==> config.mk <==
export PLATFORM = sky130hd
export DESIGN_NAME = regfile_wb_arbiter
export DESIGN_NICKNAME = d
export VERILOG_FILES = /design/src/rtl/regfile_wb_arbiter.sv
export SDC_FILE = /design/constraint.sdc
export NUM_CORES = 1
export LEC_CHECK = 0
export ABC_AREA = 1
export CAP_MARGIN = 40
export CORE_UTILIZATION = 43
export CTS_CLUSTER_SIZE = 10
export DETAILED_ROUTE_END_ITERATION = 6
export PLACE_DENSITY = 0.86
export SETUP_SLACK_MARGIN = 0.1
export SLEW_MARGIN = 20
export SYNTH_ARGS = -nofsm -noshare
export SYNTH_HDL_FRONTEND = slang
export SYNTH_SLANG_ARGS = --single-unit
export TNS_END_PERCENT = 10
==> constraint.sdc <==
create_clock -name clk -period 3.1 [get_ports clk]
set_input_delay 0.62 -clock clk [delete_from_list [all_inputs] [get_ports clk]]
set_output_delay 0.62 -clock clk [all_outputs]
set_load 0.02 [all_outputs]
==> src/rtl/regfile_wb_arbiter.sv <==
// Arbitrates the register file write port between a high-priority ALU path and a
// starvation-bounded multi-cycle path. Optional forwarding ports under WB_BYPASS_EN.
module regfile_wb_arbiter #(
  parameter int DATA_W       = 32,
  parameter int STARVE_LIMIT = 4
) (
  input  logic              clk,
  input  logic              rst,
  input  logic              s0_valid,
  output logic              s0_ready,
  input  logic [4:0]        s0_rd,
  input  logic [DATA_W-1:0] s0_data,
  input  logic              s1_valid,
  output logic              s1_ready,
  input  logic [4:0]        s1_rd,
  input  logic [DATA_W-1:0] s1_data,
  output logic              wb_write_enable,
  output logic [4:0]        wb_write_register,
  output logic [DATA_W-1:0] wb_write_data,
  output logic              s1_starved
`ifdef WB_BYPASS_EN
  ,
  input  logic [4:0]        byp_rs1,
  input  logic [4:0]        byp_rs2,
  output logic              byp_hit1,
  output logic              byp_hit2,
  output logic [DATA_W-1:0] byp_data1,
  output logic [DATA_W-1:0] byp_data2
`endif
);

  localparam logic [3:0] LIMIT = 4'(STARVE_LIMIT);

  logic [3:0]        wait_cnt_p0;
  logic              grant0_p0;
  logic              grant1_p0;
  logic              vld_p1;
  logic [4:0]        rd_p1;
  logic [DATA_W-1:0] data_p1;

  function automatic logic [3:0] sat_inc(input logic [3:0] v);
    return (v == 4'hF) ? v : v + 4'd1;
  endfunction

  // Stage p0: grant decision from valids and the wait counter
  assign s1_starved = (wait_cnt_p0 >= LIMIT);

  always_comb begin
    grant0_p0 = !rst && s0_valid && (!s1_valid || !s1_starved);
    grant1_p0 = !rst && s1_valid && (!s0_valid || s1_starved);
  end

  assign s0_ready = grant0_p0;
  assign s1_ready = grant1_p0;

  always_ff @(posedge clk) begin
    if (rst) begin
      wait_cnt_p0 <= 4'd0;
    end else if (s1_valid && !grant1_p0) begin
      wait_cnt_p0 <= sat_inc(wait_cnt_p0);
    end else begin
      wait_cnt_p0 <= 4'd0;
    end
  end

  // Stage p1: registered write port; rd==0 slots are consumed but never enabled
  always_ff @(posedge clk) begin
    if (rst) begin
      vld_p1  <= 1'b0;
      rd_p1   <= 5'd0;
      data_p1 <= '0;
    end else begin
      vld_p1 <= (grant0_p0 && (s0_rd != 5'd0)) || (grant1_p0 && (s1_rd != 5'd0));
      if (grant1_p0) begin
        rd_p1   <= s1_rd;
        data_p1 <= s1_data;
      end else if (grant0_p0) begin
        rd_p1   <= s0_rd;
        data_p1 <= s0_data;
      end
    end
  end

  assign wb_write_enable   = vld_p1;
  assign wb_write_register = rd_p1;
  assign wb_write_data     = data_p1;

`ifdef WB_BYPASS_EN
  assign byp_hit1  = vld_p1 && (rd_p1 == byp_rs1) && (byp_rs1 != 5'd0);
  assign byp_hit2  = vld_p1 && (rd_p1 == byp_rs2) && (byp_rs2 != 5'd0);
  assign byp_data1 = byp_hit1 ? data_p1 : '0;
  assign byp_data2 = byp_hit2 ? data_p1 : '0;
`endif

endmodule

# ---- Word-level counts from Yosys, hierarchy flattened
# Cells that the tools add are included.
# W data, S select, Z words.
dict set report op_classes {
  n_lt_le_gt_ge 1
  mux 4
  addsub 1
  n_reduce_logical 19
  eq_ne 1
  bitwise_logic 1
}
# operator n
set ops {}
lappend ops {{$mux W32} 2}
lappend ops {{$mux W5} 2}
lappend ops {{$reduce_bool A5 Y1} 2}
lappend ops {{$logic_and A1 B1 Y1} 7}
lappend ops {{$logic_not A1 Y1} 5}
lappend ops {{$add A4 B1 Y4 const B} 1}
lappend ops {{$eq A4 B4 Y1 const B} 1}
lappend ops {{$ge A4 B3 Y1 const B} 1}
lappend ops {{$logic_or A1 B1 Y1} 3}
lappend ops {{$reduce_bool A2 Y1} 1}
lappend ops {{$reduce_or A2 Y1} 1}
lappend ops {{$not A1 Y1} 1}
dict set report word_totals {
  register_bits 42
  output_inout_bits 41
}

# ---- Logic depth before layout (Yosys ltp)
dict set report logic_depth {
  word_depth 7
  ltp_mapped 9
}

# ---- Least setup slack after synthesis
# No wires, ideal clock.
dict set report synth_path {
  kind {input to output}
  from {input s1_valid}
  to {output s1_ready}
  path_buffers 0
  slack_ps 1321
  cell_stages 4
  arrival_ps 1159
  cell_sequence {inv_2 nor2_4 inv_2 a21oi_1}
}
dict set report synth_via {
  elab_chain_len 2
}
# element line
set synth_rtl {}
lappend synth_rtl {{start, declared} 13} ;# input logic s1_valid,
lappend synth_rtl {{$logic_and A1 B1 Y1 (2 in a row)} 50} ;# grant1_p0 = !rst && s1_valid && (!s0_valid || s1_starved);
lappend synth_rtl {{end, declared} 14} ;# output logic s1_ready,
# No other way between the ends.

# ---- Worst setup path after layout
# Same ends and word-level chain as after synthesis.

==> metrics.txt <==
Final #Nets=536; wire length of the first global-routing pass=9000 microns; Setup Skew=2.58 ps; fin area=3500 sq um; crit-path max FO=2; wire length on met1=2450 microns; metal3 WL=551 microns; startpoint types=input pin; R2R Setup Slk=1470 ps; Final setup viols=0; compound-gate portion of the synthesized area=0.175; Die Width=75.0 microns; largest net degree at the start of global routing=76; cells on worst reg2reg path=7; HPWL Detailed=4150 microns; vias in the first global route=2140; required time worst endpoint=2480 ps; Initial Util=0.449; top layer used by detailed routing=met4; Max clock buf depth=2; Worst EP arrival=2110 ps; critical path class=input pin to output pin; DRT Wirelength=5950 microns; io pins=119; Root Buffer=clkbuf_8; Clk Latency, worst-skew pair=280 ps; area leader, netlist=dfxtp_1; end of the critical path=s1_ready; gpl congestion=0.727; setup TNS=0 ps; syn avg cell area=6.44 sq um; library cells used by synthesis=21; total number of vias=2520; DR vias/cell=4.78; P&R area growth vs syn=52.8%; leading cell type by number of instances after synthesis=nor2_1; port bufs=118; DP Area=3420 sq um; Routed met2 length=2880 microns; number of diodes=0; hold crit path type=flop to flop; Hold-fix buffers, CTS=0; fill count=446; crit end category=output pin; Post-synth top flop=dfxtp_1; CTS HTree Levels=2; mux share of post-synthesis cell area=0; gr ovfl total=0; Slew @ Worst Pin=716 ps; iteration count of the initial detailed-routing pass=4; cell row count=26; 1st-iter DRT viols=107; syn_nets=435; Max Freq=0.366 GHz; Synth Register Bits=42; CTS tree=built; Post-Synth Adder-Cell Area=0.00546; r2r endpoint=wb_write_data[2]$_SDFFE_PP0P_; post-synthesis xor/xnor area fraction=0.00382; fraction of registers with async set/reset=0; max-cap violations=0; gr usage total=0.206; Synth top cells by count=nor2_1, a21oi_1, dfxtp_1, nand2_1, inv_1; register area share after synthesis=0.367; EDFF count, synth=0; Setup crit start=s1_valid; largest family of logic cells by synthesized area=simple AND/OR/NAND/NOR gates; RSZ-0062 raised after global routing=no; Leak=1.53 nW; synthesis warning total=0; Final Cycle Share=0.882; core area=5110 sq um; Fin. Hold Viols=0; reg2reg start=wait_cnt_p0[2]$_SDFFE_PP0P_; Cells after Synth=356; CTS Sinks=42; Routed WL per cell=11.3 microns; peak supply drop=194 uV; share of layout cells above drive strength 1=0.0328; Clock Pin Slew Worst Setup and Hold Paths=70 ps; Synth area leaders=dfxtp_1, nor2_1, a21oi_1; Die Ht=75.0 microns; post-route DRC violation count=0; slew margin rel.=0.523; post-synth top area share=0.367; setup bufs post-CTS=0; simple-gate share of the synthesized area=0.294; post-cts sizing count=0; status=finished clean; initial antenna violation count=0; Slew Viols, Final=0; post-synthesis cell area=2290 sq um; minimum clock period=2730 ps; Post-DRT Antenna Nets=0; CTS Buf Count=5; power density cells=386 nW/um^2; full die area=5620 sq um
## power breakdown
part	total [mW]	switching (mW)	internal, mW
sequential	0.606	0.0210	0.585
combinational	0.429	0.207	0.222
clock	0.317	0.162	0.155
## worst min path at each step
stage / start / endpoint / slack [ps] / cells after the start
3_5_place_dp: wait_cnt_p0[0]$_SDFFE_PP0P_ / wait_cnt_p0[0]$_SDFFE_PP0P_ / 430 / 1
2_1_floorplan: wait_cnt_p0[0]$_SDFFE_PP0P_ / wait_cnt_p0[0]$_SDFFE_PP0P_ / 410 / 1
4_1_cts: wait_cnt_p0[0]$_SDFFE_PP0P_ / wait_cnt_p0[0]$_SDFFE_PP0P_ / 450 / 1
3_3_place_gp: wait_cnt_p0[0]$_SDFFE_PP0P_ / wait_cnt_p0[0]$_SDFFE_PP0P_ / 430 / 1
5_1_grt: wait_cnt_p0[0]$_SDFFE_PP0P_ / wait_cnt_p0[0]$_SDFFE_PP0P_ / 480 / 1
6_report: wait_cnt_p0[0]$_SDFFE_PP0P_ / wait_cnt_p0[0]$_SDFFE_PP0P_ / 450 / 1
## sequential cells by signal (all words and copies together) (netlist names)
register and cells:
wb_write_enable 1, wb_write_data 32, wait_cnt_p0 4, wb_write_register 5
## cell families (layout without fill, tap and decap cells)
family                   Yosys count  in the layout
AND/OR/NAND/NOR                  161            161
AO/OA/AOI/OAI                     80             80
buffers and inverters             70            171
flip-flops                        42             42
adder cells (fa/ha/maj)            1              1
other                              1              1
XOR/XNOR                           1              1
## per-layer routing
metal,up-vias,global-route usage
li1,1327,-
met1,1098,0.223
met2,87,0.385
met3,8,0.0576
met4,0,0.0629
met5,-,0
## per-stage QoR
stage / total power [mW] / utilization / hold slack [ps] / cells / setup WS (ps)
after floorplan: 0.841 / - / 414 / 356 / 1320
after global routing: 1.43 / 0.685 / 480 / 527 / 282
final: 1.35 / 0.685 / 453 / 527 / 365
after global placement: 1.04 / 0.671 / 427 / 520 / 422
after detailed placement: 1.05 / 0.671 / 434 / 520 / 361
after CTS: 1.37 / 0.685 / 448 / 527 / 359
## layout by cell type, fill, tap and decap left out, types with 2 or more instances in the layout
cell,n
inv_2,2
clkbuf_1,2
nand3_1,39
dfxtp_1,42
buf_12,2
clkbuf_8,5
buf_4,2
nor2_4,2
nor2_1,75
clkdlybuf4s50_1,118
o21ai_1,11
a21oi_1,42
nand2_2,2
nand2_1,41
o21ai_0,27
inv_1,40
## worst max-delay path, stage by stage
cell and delay (ps):
clkdlybuf4s50_1 500, inv_2 60, nor2_4 100, inv_2 50
a21oi_1 160, clkdlybuf4s50_1 630
## area by class of cell
class                           instances  area, sq um  area share
Clock buffer                            7         76.3      0.0218
Inverter                               42          158      0.0450
Multi-Input combinational cell        244         1100       0.315
Sequential cell                        42          841       0.240
Tap cell                               70         87.6      0.0250
Timing Repair Buffer                  122         1240       0.353
Note: power is estimated with default switching activity, not from simulation.
